### src/rtl/io_poller_pkg.sv
// io_poller_pkg: shared widths, FSM state encoding and the masked-compare
// helper for the io_poller device-bus initiator.
//   DATA_W   : device bus data width
//   PERIOD_W : width of the inter-read idle period
//   TMO_W    : width of the ack timeout counter
// Optional feature macro: IO_POLLER_WRACT_EN adds the ST_WRITE state.
package io_poller_pkg;

    localparam int DATA_W   = 32;
    localparam int PERIOD_W = 16;
    localparam int TMO_W    = 8;

    typedef enum logic [1:0] {
        ST_IDLE  = 2'd0,
        ST_READ  = 2'd1,
        ST_WAIT  = 2'd2
`ifdef IO_POLLER_WRACT_EN
        ,
        ST_WRITE = 2'd3
`endif
    } state_t;

    // True when every bit selected by mask agrees between value and pattern.
    function automatic logic masked_eq(input logic [DATA_W-1:0] value,
                                       input logic [DATA_W-1:0] pattern,
                                       input logic [DATA_W-1:0] mask);
        return ((value ^ pattern) & mask) == '0;
    endfunction

endpackage

### src/rtl/io_poller_cnt.sv
// io_poller_cnt: loadable down-counter with zero flag.
//   clk, rst     : clock, synchronous active-high reset (count -> 0)
//   load_i       : load load_val_i (has priority over decrement)
//   dec_i        : decrement by one, saturating at zero
//   load_val_i   : value to load
//   zero_o       : count is zero
module io_poller_cnt #(
    parameter int W = 8
) (
    input  logic         clk,
    input  logic         rst,
    input  logic         load_i,
    input  logic         dec_i,
    input  logic [W-1:0] load_val_i,
    output logic         zero_o
);

    logic [W-1:0] cnt_q;
    logic [W-1:0] cnt_d;

    always_comb begin
        cnt_d = cnt_q;
        if (load_i) begin
            cnt_d = load_val_i;
        end else if (dec_i && (cnt_q != '0)) begin
            cnt_d = cnt_q - 1'b1;
        end
    end

    always_ff @(posedge clk) begin
        if (rst) begin
            cnt_q <= '0;
        end else begin
            cnt_q <= cnt_d;
        end
    end

    assign zero_o = (cnt_q == '0);

endmodule

### src/rtl/io_poller.sv
// io_poller: device-bus initiator that polls one register until
// (rdata & mask) == (match & mask), flagging hit or ack timeout.
// Optional feature macro: IO_POLLER_WRACT_EN (one write action after a hit,
// adds cfg_wr_addr / cfg_wr_data inputs).
// Ports:
//   clk, rst                : clock, synchronous active-high reset
//   start, stop             : control pulses (start honoured only in IDLE)
//   cfg_addr/mask/match/period : poll configuration, latched on start
//   busy, hit, timeout      : status (hit/timeout are one-cycle pulses)
//   last_data               : last value read, unmasked
//   bus_stb/we/addr/wdata   : initiator side of the device bus
//   bus_rdata, bus_ack      : responder side of the device bus
//   dbg_state               : current FSM state
// Bus handshake: bus_stb is held with bus_we/bus_addr/bus_wdata stable until
// bus_ack; a transaction completes in the cycle where both are high, and
// bus_stb drops in the next cycle. bus_ack may be combinational from bus_stb.
module io_poller
    import io_poller_pkg::*;
#(
    parameter int addr_width = 4,
    parameter int tmo_cycles = 15
) (
    input  logic                  clk,
    input  logic                  rst,
    input  logic                  start,
    input  logic                  stop,
    input  logic [addr_width-1:0] cfg_addr,
    input  logic [DATA_W-1:0]     cfg_mask,
    input  logic [DATA_W-1:0]     cfg_match,
    input  logic [PERIOD_W-1:0]   cfg_period,
`ifdef IO_POLLER_WRACT_EN
    input  logic [addr_width-1:0] cfg_wr_addr,
    input  logic [DATA_W-1:0]     cfg_wr_data,
`endif
    output logic                  busy,
    output logic                  hit,
    output logic                  timeout,
    output logic [DATA_W-1:0]     last_data,
    output logic                  bus_stb,
    output logic                  bus_we,
    output logic [addr_width-1:0] bus_addr,
    output logic [DATA_W-1:0]     bus_wdata,
    input  logic [DATA_W-1:0]     bus_rdata,
    input  logic                  bus_ack,
    output state_t                dbg_state
);

    localparam logic [TMO_W-1:0] TMO_LOAD = TMO_W'(tmo_cycles - 1);

    state_t                  state_q;
    logic                    busy_q;
    logic                    hit_q;
    logic                    timeout_q;
    logic [DATA_W-1:0]       last_data_q;
    logic                    stb_q;
    logic [addr_width-1:0]   addr_q;
    logic [DATA_W-1:0]       mask_q;
    logic [DATA_W-1:0]       match_q;
    logic [PERIOD_W-1:0]     period_q;
    logic                    abort_q;   // stop seen during the current read

    logic                    tmo_zero;
    logic                    per_zero;
    logic [PERIOD_W-1:0]     per_load_val;

    // Period 0 behaves like period 1: always at least one idle gap.
    assign per_load_val = (period_q == '0) ? '0 : period_q - 1'b1;

    // The timeout counter is held at its reload value whenever no strobe is
    // out, so every new transaction starts with a full budget.
    io_poller_cnt #(.W(TMO_W)) u_tmo_cnt (
        .clk        (clk),
        .rst        (rst),
        .load_i     (!stb_q),
        .dec_i      (stb_q && !bus_ack),
        .load_val_i (TMO_LOAD),
        .zero_o     (tmo_zero)
    );

    io_poller_cnt #(.W(PERIOD_W)) u_per_cnt (
        .clk        (clk),
        .rst        (rst),
        .load_i     (state_q != ST_WAIT),
        .dec_i      (state_q == ST_WAIT),
        .load_val_i (per_load_val),
        .zero_o     (per_zero)
    );

`ifdef IO_POLLER_WRACT_EN
    logic                  we_q;
    logic [DATA_W-1:0]     wdata_q;
    logic [addr_width-1:0] wr_addr_q;
    logic [DATA_W-1:0]     wr_data_q;
`endif

    always_ff @(posedge clk) begin
        if (rst) begin
            state_q     <= ST_IDLE;
            busy_q      <= 1'b0;
            hit_q       <= 1'b0;
            timeout_q   <= 1'b0;
            last_data_q <= '0;
            stb_q       <= 1'b0;
            addr_q      <= '0;
            mask_q      <= '0;
            match_q     <= '0;
            period_q    <= '0;
            abort_q     <= 1'b0;
`ifdef IO_POLLER_WRACT_EN
            we_q        <= 1'b0;
            wdata_q     <= '0;
            wr_addr_q   <= '0;
            wr_data_q   <= '0;
`endif
        end else begin
            hit_q     <= 1'b0;
            timeout_q <= 1'b0;
            case (state_q)
                ST_IDLE: begin
                    abort_q <= 1'b0;
                    if (start && !stop) begin
                        addr_q    <= cfg_addr;
                        mask_q    <= cfg_mask;
                        match_q   <= cfg_match;
                        period_q  <= cfg_period;
`ifdef IO_POLLER_WRACT_EN
                        wr_addr_q <= cfg_wr_addr;
                        wr_data_q <= cfg_wr_data;
`endif
                        busy_q    <= 1'b1;
                        stb_q     <= 1'b1;
                        state_q   <= ST_READ;
                    end
                end
                ST_READ: begin
                    if (stop) begin
                        abort_q <= 1'b1;
                    end
                    if (bus_ack) begin
                        stb_q       <= 1'b0;
                        last_data_q <= bus_rdata;
                        if (abort_q || stop) begin
                            busy_q  <= 1'b0;
                            state_q <= ST_IDLE;
                        end else if (masked_eq(bus_rdata, match_q, mask_q)) begin
                            hit_q <= 1'b1;
`ifdef IO_POLLER_WRACT_EN
                            // Write strobe rises one cycle later, with
                            // address/data already settled.
                            addr_q  <= wr_addr_q;
                            we_q    <= 1'b1;
                            wdata_q <= wr_data_q;
                            state_q <= ST_WRITE;
`else
                            busy_q  <= 1'b0;
                            state_q <= ST_IDLE;
`endif
                        end else begin
                            state_q <= ST_WAIT;
                        end
                    end else if (tmo_zero) begin
                        stb_q     <= 1'b0;
                        timeout_q <= 1'b1;
                        busy_q    <= 1'b0;
                        state_q   <= ST_IDLE;
                    end
                end
                ST_WAIT: begin
                    if (stop) begin
                        busy_q  <= 1'b0;
                        state_q <= ST_IDLE;
                    end else if (per_zero) begin
                        stb_q   <= 1'b1;
                        state_q <= ST_READ;
                    end
                end
`ifdef IO_POLLER_WRACT_EN
                ST_WRITE: begin
                    if (!stb_q) begin
                        stb_q <= 1'b1;
                    end else if (bus_ack) begin
                        stb_q   <= 1'b0;
                        we_q    <= 1'b0;
                        busy_q  <= 1'b0;
                        state_q <= ST_IDLE;
                    end else if (tmo_zero) begin
                        stb_q     <= 1'b0;
                        we_q      <= 1'b0;
                        timeout_q <= 1'b1;
                        busy_q    <= 1'b0;
                        state_q   <= ST_IDLE;
                    end
                end
`endif
                default: begin
                    stb_q   <= 1'b0;
                    busy_q  <= 1'b0;
                    state_q <= ST_IDLE;
                end
            endcase
        end
    end

    assign busy      = busy_q;
    assign hit       = hit_q;
    assign timeout   = timeout_q;
    assign last_data = last_data_q;
    assign bus_stb   = stb_q;
    assign bus_addr  = addr_q;
    assign dbg_state = state_q;
`ifdef IO_POLLER_WRACT_EN
    assign bus_we    = we_q;
    assign bus_wdata = wdata_q;
`else
    assign bus_we    = 1'b0;
    assign bus_wdata = '0;
`endif

endmodule

### config.mk
export PLATFORM = sky130hd
export DESIGN_NAME = io_poller
export DESIGN_NICKNAME = d
export VERILOG_FILES = /design/src/rtl/io_poller_pkg.sv /design/src/rtl/io_poller_cnt.sv /design/src/rtl/io_poller.sv
export SDC_FILE = /design/constraint.sdc
export NUM_CORES = 1
export LEC_CHECK = 0
export CORE_MARGIN = 10
export CORE_UTILIZATION = 46
export CTS_CLUSTER_DIAMETER = 80
export DETAILED_ROUTE_END_ITERATION = 12
export GPL_ROUTABILITY_DRIVEN = 0
export GPL_TIMING_DRIVEN = 0
export PLACE_DENSITY = 0.78
export SLEW_MARGIN = 20
export SYNTH_ARGS = -nofsm -noshare
export SYNTH_HDL_FRONTEND = slang
export SYNTH_SLANG_ARGS = --single-unit
export TNS_END_PERCENT = 30
### constraint.sdc
create_clock -name clk -period 2.7 [get_ports clk]
set_clock_uncertainty 0.1 [all_clocks]
set_input_delay 0.405 -clock clk [delete_from_list [all_inputs] [get_ports clk]]
set_output_delay 0.405 -clock clk [all_outputs]
set_load 0.01 [all_outputs]
==> flow_summary.json, run 1 <==
{
  "required_ps": 2960,
  "rr_worst_depth": 7,
  "r2r-start": "dbg_state[0]",
  "total_global_routing_overflow": 0,
  "synth.avg_cell_area_um2": 8.02,
  "finalCoreUtilization_pct": 65.7,
  "start_kind": "input pin",
  "rrSetupSlack_ps": 240,
  "report.final.slew_viol_count": 0,
  "worst_setup_hold_path_clk_slew_ps": 60,
  "layout-area-overhead-vs-synth_pct": 38.9,
  "cts_tree": "built",
  "layout_min_cycle_time_ps": 2470,
  "grt_max_degree": 17,
  "floorplan.io_pins": 196,
  "outcome": "finished, final reports clean",
  "layout.filler_cells": 1219,
  "htreeDepth": 4,
  "floorplan.die_area_mm2": 0.0196,
  "finalSetupViolCount": 0,
  "ys_types": 52,
  "critical_path_class": "in -> reg",
  "power.share.sequential_pct": 41.2,
  "cts-root-to-sink-buffers": 2,
  "post-cts-setup-buffer-count": 0,
  "hold-path-cell-count": 2,
  "synth.ff_latch_count": 147,
  "comb_power_share_pct": 17.6,
  "synthesis.instances": 825,
  "syn-cell-area_mm2": 0.00662,
  "fmax_mhz": 405,
  "grt_first_pass_wirelength_mm": 32.5,
  "cellPowerDensity_mw_per_mm2": 635,
  "worstMarginPinSlew_ps": 1180,
  "vdd_drop_max_mv": 0.485,
  "synth_top_area_cell": "sky130_fd_sc_hd__dfxtp_1",
  "num-nets-final": 1164,
  "delay_contributed_by_the_slowest_stage_of_the_critical_path_ps": 530,
  "holdPathEnd": "bus_addr[2]",
  "hold_path.startpoint": "bus_addr[2]",
  "cts_buffers": 17,
  "hold_bufs_inserted_after_cts": 0,
  "avgViaCountPerCell": 5.08,
  "placeableCoreArea_mm2": 0.0140,
  "ys_top_cells_by_area": "sky130_fd_sc_hd__dfxtp_1, sky130_fd_sc_hd__nand2_1, sky130_fd_sc_hd__a21oi_1",
  "layout.area.seq_mm2": 0.00294,
  "detail_route.wirelength_mm": 21.0,
  "ctsResizeCount": 0,
  "hold_viol": 0,
  "post-synth-top-area-fraction_pct": 44.5,
  "synth_warnings": 0,
  "switching_portion_of_total_power_pct": 26.9,
  "crit_path_cell_trace": "clkdlybuf4s50_1, nand2b_1, nor3_1, clkbuf_1, buf_1, nand2_1, a21oi_1",
  "post-dp-hpwl_mm": 15.9,
  "critical_path.endpoint_type": "register",
  "cp_max_fo": 10,
  "fin_worst_hold_slack_ps": 353,
  "rows": 43,
  "synth.yosys.seq_area_share_pct": 44.5,
  "routed_wire_length_per_instance_um": 17.0,
  "synth_top_cells_by_count": "sky130_fd_sc_hd__nand2_1, sky130_fd_sc_hd__dfxtp_1, sky130_fd_sc_hd__a21oi_1, sky130_fd_sc_hd__xor2_1, sky130_fd_sc_hd__clkbuf_1",
  "worstPathArrival_ps": 2730,
  "route.vias.total": 6261,
  "route.antenna.remaining_nets": 0,
  "synth_async_sr_flop_share_pct": 0,
  "critical_path.reg2reg.endpoint": "match_q[31]",
  "net-switching-power_mw": 1.57,
  "grt_pass1_vias": 6091,
  "drive_gt1_share_pct": 7.81,
  "drt-pass1-iter-count": 5,
  "timing.slew.headroom_pct": 20.5,
  "grt_setup_unrepaired": "no",
  "global_route.usage.total_pct": 20.7,
  "synth-edff-count": 0,
  "min_delay_worst_type": "reg -> reg",
  "cell_internal_pwr_mw": 4.26,
  "clockRootBuffer": "sky130_fd_sc_hd__clkbuf_16",
  "die_h_um": 140,
  "clock_power_share_pct": 41.3,
  "slowest_stage": "sky130_fd_sc_hd__clkdlybuf4s50_1",
  "fp.dieW_um": 140,
  "synth-main-ff-cell": "sky130_fd_sc_hd__dfxtp_1",
  "multiInputGateArea_mm2": 0.00333,
  "grt_antenna_before_repair": 4,
  "start_util_pct": 47.3,
  "cap_violations": 0,
  "dr.first_iter.drc_count": 473,
  "post-synth-top-count-cell": "sky130_fd_sc_hd__nand2_1",
  "final.period_utilization_pct": 91.5,
  "insertion_delay_ps": 430,
  "place.port_buffers": 161,
  "fin_setup_tns_ps": 0,
  "clkSinkCount": 147,
  "cellLeakagePower_nw": 3.51,
  "route.detailed.drc": 0
}
==> state kept, by name (all words and copies together) (netlist names), 2 cells and up <==
| register | count |
|---|---|
| bus_addr | 4 |
| dbg_state | 2 |
| last_data | 32 |
| mask_q | 32 |
| match_q | 32 |
| period_q | 16 |
| u_per_cnt.cnt_q | 16 |
| u_tmo_cnt.cnt_q | 8 |
==> worst max-delay path, delay by kind of cell <==
family	cells	cell delay [ps]
buffers and inverters	3	1490
AND/OR/NAND/NOR	3	680
AO/OA/AOI/OAI	1	140
==> metrics by stage <==
stage,instances,area [µm²],power [mW],worst slack [ps]
final,1232,9190,5.84,228
after global routing,1232,9190,6.07,49.2
after CTS,1230,9180,5.85,92.4
after detailed placement,1198,8570,3.45,-333
after global placement,1198,8570,3.44,-305
after floorplan,857,6740,3.05,722
==> worst max path at each step <==
stage / startpoint / endpoint / slack (ps) / depth (start not counted)
final: stop / match_q[7] / 230 / 7
after global routing: stop / match_q[6] / 50 / 7
after global placement: stop / period_q[15] / -310 / 7
after floorplan: period_q[2] / u_per_cnt.cnt_q[8] / 720 / 5
after detailed placement: stop / match_q[31] / -330 / 7
after CTS: stop / match_q[31] / 90 / 7
==> layout by cell type (no fill, tap or decap), types with 5 or more instances in the layout <==
master	n
sky130_fd_sc_hd__a21oi_1	129
sky130_fd_sc_hd__nor4_1	5
sky130_fd_sc_hd__ha_1	6
sky130_fd_sc_hd__clkdlybuf4s50_1	161
sky130_fd_sc_hd__dfxtp_1	147
sky130_fd_sc_hd__nand2_1	246
sky130_fd_sc_hd__xor2_1	48
sky130_fd_sc_hd__buf_4	33
sky130_fd_sc_hd__clkbuf_16	17
sky130_fd_sc_hd__clkbuf_1	40
sky130_fd_sc_hd__nand3_1	7
sky130_fd_sc_hd__a22oi_1	16
sky130_fd_sc_hd__nand4_1	9
sky130_fd_sc_hd__xnor2_1	13
sky130_fd_sc_hd__nor2_1	27
sky130_fd_sc_hd__nor3_1	7
sky130_fd_sc_hd__a2bb2oi_1	7
sky130_fd_sc_hd__o21ai_0	7
sky130_fd_sc_hd__nand2b_1	5
sky130_fd_sc_hd__conb_1	33
sky130_fd_sc_hd__inv_1	10
==> layout make-up <==
cell class	instances	area share, %
buffer	78	4.66
inverter	10	0.408
sequential	147	32.0
clock inverter	11	1.38
tap	180	2.45
clock buffer	21	5.23
antenna	2	0.0545
timing repair buffer	161	17.5
multi-input combinational	622	36.3
==> layer usage <==
| metal | GRT usage [%] | part of all wire, % | up-vias |
|---|---|---|---|
| li1 | - | - | 3133 |
| met1 | 23.6 | 40 | 2850 |
| met2 | 34.8 | 49 | 255 |
| met3 | 8.11 | 9.6 | 23 |
| met4 | 6.63 | 1.8 | 0 |
| met5 | 0 | 0 | - |
==> logic make-up (layout without fill, tap and decap cells) <==
group	count (synthesis)	in the layout	share of synthesized area, %
buf+inv	88	281	7.00
compound gates	180	180	15.9
other cells	1	35	0.0567
fa+ha+maj	6	6	1.13
mux	2	2	0.303
simple gates	340	340	23.0
xor+xnor	61	61	8.07
flops	147	147	44.5
==> power groups by stage <==
stage	Clock, mW	Sequential, mW	Combinational, mW
2_1_floorplan	0	2.43	0.614
3_3_place_gp	0	2.44	0.996
3_5_place_dp	0	2.45	1.01
4_1_cts	2.44	2.40	1.02
5_1_grt	2.53	2.42	1.12
6_report	2.41	2.40	1.02
No activity file was read; power rests on OpenSTA's default activity.
==> inputs of run 2 (changes only) <==
- MAX_ROUTING_LAYER: default -> met4
- SKIP_LAST_GASP: default -> 1
- clock period: 2.7 -> 2.36 ns (I/O delays scaled with it)
==> run 2 against run 1 <==
Compared with the run above: first-iteration DRC count grew 2.7%; cell area grew 0.14%; highest routed layer unchanged; clock-buffer cell count is the same; non-clock buffer count shrank 1; clock power grew 15%; power grew 15%; largest power group unchanged; sequential power grew 15%; worst setup slack lost 170 ps; largest cell class unchanged; hold slack is essentially flat; final cell count is essentially flat; core utilization grew 0.089 points.
==> flow_summary.json, run 2 (synthesized netlist as in run 1, its figures left out) <==
{
  "layout_min_cycle_time_ps": 2300,
  "required_ps": 2580,
  "final.period_utilization_pct": 97.6,
  "cts_buffers": 17,
  "cts_tree": "built",
  "drive_gt1_share_pct": 8.39,
  "rows": 43,
  "grt_most_used_layer": "met2",
  "post-place-ws_ps": -622,
  "cell_internal_pwr_mw": 4.88,
  "cts-root-to-sink-buffers": 2,
  "min_delay_worst_type": "reg -> reg",
  "grt_max_degree": 17,
  "htreeDepth": 4,
  "cap_violations": 0,
  "total_global_routing_overflow": 0,
  "layout-area-overhead-vs-synth_pct": 39.0,
  "start_util_pct": 47.3,
  "net-switching-power_mw": 1.80,
  "post-cts-setup-buffer-count": 0,
  "worstPathArrival_ps": 2520,
  "vdd_drop_max_mv": 0.555,
  "power.share.sequential_pct": 41.1,
  "finalNonFillerCells": 1233,
  "place.port_buffers": 161,
  "met1_usage_pct": 24.0,
  "hold_path.startpoint": "bus_addr[2]",
  "post_detailed_placement_cell_area_mm2": 0.00857,
  "setup.worst_path.start": "u_per_cnt.cnt_q[0]",
  "layout.cells.most_common": "sky130_fd_sc_hd__nand2_1",
  "drt-pass1-iter-count": 5,
  "critical_path_class": "reg -> reg",
  "worst_setup_hold_path_clk_slew_ps": 60,
  "floorplan.die_area_mm2": 0.0196,
  "fp.dieW_um": 140,
  "report.final.slew_viol_count": 0,
  "floorplan.io_pins": 196,
  "outcome": "finished, final reports clean",
  "grt_first_pass_wirelength_mm": 32.4,
  "dr.first_iter.drc_count": 486,
  "num-nets-final": 1163,
  "switching_portion_of_total_power_pct": 27.0,
  "detail_route.wirelength_mm": 21.0,
  "insertion_delay_ps": 440,
  "grtUsageMet2_pct": 34.9,
  "timing.slew.headroom_pct": 21.0,
  "clkSinkCount": 147,
  "cellLeakagePower_nw": 3.52,
  "dp.cells": 1198,
  "worstMarginPinSlew_ps": 1170,
  "fin_area_mm2": 0.00920,
  "grt_setup_unrepaired": "yes",
  "comb_power_share_pct": 17.6,
  "grt_antenna_before_repair": 4,
  "critical_path.endpoint_type": "register",
  "routed_wire_length_per_instance_um": 17.0,
  "route.antenna.remaining_nets": 0,
  "fmax_mhz": 434,
  "avgViaCountPerCell": 5.09,
  "finalCoreUtilization_pct": 65.8,
  "rr_worst_depth": 5,
  "commonest_cells_after_routing_fill_and_taps_aside": "sky130_fd_sc_hd__nand2_1, sky130_fd_sc_hd__clkdlybuf4s50_1, sky130_fd_sc_hd__dfxtp_1",
  "r2r-start": "u_per_cnt.cnt_q[0]",
  "gr-usage-met3_pct": 7.20,
  "finalSetupViolCount": 0,
  "placeableCoreArea_mm2": 0.0140,
  "cellPowerDensity_mw_per_mm2": 726,
  "clock_power_share_pct": 41.3,
  "start_kind": "register",
  "die_h_um": 140,
  "clockRootBuffer": "sky130_fd_sc_hd__clkbuf_16",
  "cp_max_fo": 7,
  "fin_setup_tns_ps": 0,
  "route.detailed.drc": 0,
  "grt_pass1_vias": 6118,
  "global_route.usage.total_pct": 21.3,
  "route.vias.total": 6270,
  "hold-path-cell-count": 2,
  "setup_ws_ps": 57.6,
  "hold_viol": 0,
  "post-dp-hpwl_mm": 15.9
}
[run 2: cell count changes in the layout (fill, tap and decap cells not counted), sizes merged]
| cell | change |
|---|---|
| diode | +2 |
| clkbuf | -1 |
[run 2: layout make-up]
type	count	area, µm²
Inverter	10	37.5
Fill cell	1218	4790
Sequential cell	147	2940
Clock buffer	21	480
Antenna cell	4	10.0
Clock inverter	11	126
Buffer	77	430
Tap cell	180	225
Timing Repair Buffer	161	1610
Multi-Input combinational cell	622	3340
[run 2: layer usage]
layer	wire length [µm]	up-vias
li1	-	3132
met1	8610	2874
met2	10300	240
met3	1710	24
met4	396	0
met5	0	-
[run 2: repair_timing]
item                       CTS  global route
resized for setup            3             8
hold buffers                 0             0
gates cloned                 0             0
setup endpoints to repair   29            73
[run 2: final timing paths]
path,to,slack [ps]
worst max-delay path,u_per_cnt.cnt_q[11],60
worst min-delay path,bus_addr[2],350
worst max register to register,u_per_cnt.cnt_q[11],60
worst min register to register,bus_addr[2],350
[run 2: power by group through the flow]
| stage | Combinational [mW] | Sequential (mW) | Clock (mW) |
|---|---|---|---|
| 2_1_floorplan | 0.703 | 2.78 | 0 |
| 3_3_place_gp | 1.14 | 2.79 | 0 |
| 3_5_place_dp | 1.15 | 2.80 | 0 |
| 4_1_cts | 1.16 | 2.74 | 2.79 |
| 5_1_grt | 1.28 | 2.77 | 2.89 |
| 6_report | 1.17 | 2.75 | 2.76 |
[run 2: worst max-delay path: stages (launching register included)]
cell	delay, ps
sky130_fd_sc_hd__dfxtp_1	340
sky130_fd_sc_hd__nor4_1	1000
sky130_fd_sc_hd__nand3_1	240
sky130_fd_sc_hd__xor2_1	230
sky130_fd_sc_hd__a21oi_1	100
sky130_fd_sc_hd__o21a_1	190
[run 2: through the flow]
step                total power, mW  hold slack (ps)
finish                         6.68              353
global route                   6.94              357
CTS                            6.70              354
detailed placement             3.95              346
global placement               3.93              341
floorplan                      3.49              336
==> inputs of run 3 (changes only) <==
- CELL_PAD_IN_SITES_DETAIL_PLACEMENT: default -> 0
- CELL_PAD_IN_SITES_GLOBAL_PLACEMENT: default -> 1
- CORE_UTILIZATION: 46 -> 34
- PLACE_DENSITY: 0.78 -> 0.8
==> run 3 against run 2 <==
Compared with the run above: register-to-register slack about the same; final cell count grew 6.8%; critical path type unchanged; clock-buffer cell count is 1 higher; sequential cell count did not move; critical path depth is 2 higher; sequential power about the same; core utilization decreased by 17 points; worst setup slack worse by 13 ps; die area is 30% higher; largest cell class unchanged; critical endpoint is now u_per_cnt.cnt_q[10].
==> flow_summary.json, run 3 (synthesized netlist as in run 1, its figures left out) <==
{
  "total_global_routing_overflow": 0,
  "cap_violations": 0,
  "critical_path_class": "reg -> reg",
  "finalSetupViolCount": 0,
  "insertion_delay_ps": 420,
  "setup_ws_ps": 44.3,
  "fp.dieW_um": 160,
  "clkSinkCount": 147,
  "drive_gt1_share_pct": 8.19,
  "die_h_um": 160,
  "vdd_drop_max_mv": 0.499,
  "cts_tree": "built",
  "layout_min_cycle_time_ps": 2320,
  "critical_path.endpoint_type": "register",
  "avgViaCountPerCell": 4.60,
  "cts-root-to-sink-buffers": 2,
  "rows": 50,
  "layout-area-overhead-vs-synth_pct": 40.2,
  "grt_max_degree": 17,
  "placeableCoreArea_mm2": 0.0190,
  "cellLeakagePower_nw": 3.50,
  "post-place-ws_ps": -740,
  "cellPowerDensity_mw_per_mm2": 702,
  "hold_viol": 0,
  "global_route.usage.total_pct": 17.2,
  "min_delay_worst_type": "reg -> reg",
  "place.port_buffers": 161,
  "clockRootBuffer": "sky130_fd_sc_hd__clkbuf_16",
  "route.detailed.drc": 0,
  "detail_route.wirelength_mm": 21.8,
  "layout.area.seq_mm2": 0.00294,
  "commonest_cells_after_routing_fill_and_taps_aside": "sky130_fd_sc_hd__nand2_1, sky130_fd_sc_hd__clkdlybuf4s50_1, sky130_fd_sc_hd__dfxtp_1",
  "floorplan.die_area_mm2": 0.0254,
  "grt_pass1_vias": 6016,
  "multiInputGateArea_mm2": 0.00334,
  "cp_max_fo": 5,
  "floorplan.io_pins": 196,
  "start_util_pct": 34.9,
  "crit_path_cell_trace": "inv_1, ha_1, nor3b_1, and2_1, nand2_1, or3_1, a32o_1",
  "timing.slew.headroom_pct": 38.9,
  "start_kind": "register",
  "worstPathArrival_ps": 2520,
  "report.final.slew_viol_count": 0,
  "dr.first_iter.drc_count": 257,
  "layout.filler_cells": 1898,
  "final.period_utilization_pct": 98.1,
  "routed_wire_length_per_instance_um": 16.5,
  "drt-pass1-iter-count": 4,
  "grt_first_pass_wirelength_mm": 33.7,
  "delay_contributed_by_the_slowest_stage_of_the_critical_path_ps": 600,
  "post-dp-hpwl_mm": 17.0,
  "grt_setup_unrepaired": "yes",
  "cts_buffers": 17,
  "worstMarginPinSlew_ps": 893,
  "outcome": "finished, final reports clean",
  "layout.cells.most_common": "sky130_fd_sc_hd__nand2_1",
  "route.antenna.remaining_nets": 0,
  "worst_setup_hold_path_clk_slew_ps": 60,
  "slowest_stage": "sky130_fd_sc_hd__nor3b_1",
  "fmax_mhz": 432,
  "num-nets-final": 1164,
  "hold_bufs_inserted_after_cts": 0,
  "grt_antenna_before_repair": 6,
  "route.vias.total": 6056,
  "required_ps": 2570,
  "finalPower_mw": 6.52,
  "rrSetupSlack_ps": 40,
  "htreeDepth": 4
}
run 3: metrics by stage:
| stage | cell area (µm²) | utilization, % | hold WS (ps) | cells | setup TNS (ps) |
|---|---|---|---|---|---|
| 2_1_floorplan | 6740 | - | 336 | 857 | 0 |
| 3_3_place_gp | 8670 | 45.8 | 341 | 1278 | -34180 |
| 3_5_place_dp | 8670 | 45.8 | 346 | 1278 | -35280 |
| 4_1_cts | 9240 | 48.8 | 353 | 1310 | 0 |
| 5_1_grt | 9270 | 48.9 | 364 | 1316 | -480 |
| 6_report | 9280 | 48.9 | 353 | 1317 | 0 |
run 3: critical path: cells and delay by family (launching register included):
kind	cells	cell delay (ps)
adders and majority gates	1	180
buffers and inverters	1	90
AOI/OAI and AO/OA	1	250
DFF	1	340
and+or+nand+nor	4	1240
run 3: worst paths after layout:
kind                            from                  end  cells after the start
setup reg to reg  u_per_cnt.cnt_q[0]  u_per_cnt.cnt_q[10]                      7
hold reg to reg        last_data[26]        last_data[26]                      2
setup / recovery  u_per_cnt.cnt_q[0]  u_per_cnt.cnt_q[10]                      7
hold / removal         last_data[26]        last_data[26]                      2
run 3: layout make-up:
type                            instances  area share (%)
Sequential cell                       147            31.7
Clock inverter                         10            1.08
Tap cell                              260            3.51
Timing Repair Buffer                  161            17.4
Antenna cell                            7           0.189
Buffer                                 78            4.68
Clock buffer                           22            5.00
Inverter                               10           0.405
Multi-Input combinational cell        622            36.0
run 3: layer usage:
metal  wire (µm)  up-vias  GRT usage (%)
met5           0        -              -
met4         187        0           3.79
met3        1750       10           7.33
met2       10300      139           27.2
met1        9550     2766           19.9
li1            -     3141              -
run 3: repair_timing:
item                       in CTS  in global routing
buffers inserted                0                  0
setup endpoints to repair      60                 65
gates resized for setup         3                  8
run 3: where the power goes:
part	switching [mW]	total [mW]	leakage [nW]	internal, mW
Combinational	0.581	1.17	2.04	0.588
Sequential	0.127	2.75	1.20	2.62
Clock	1.08	2.60	0.263	1.51
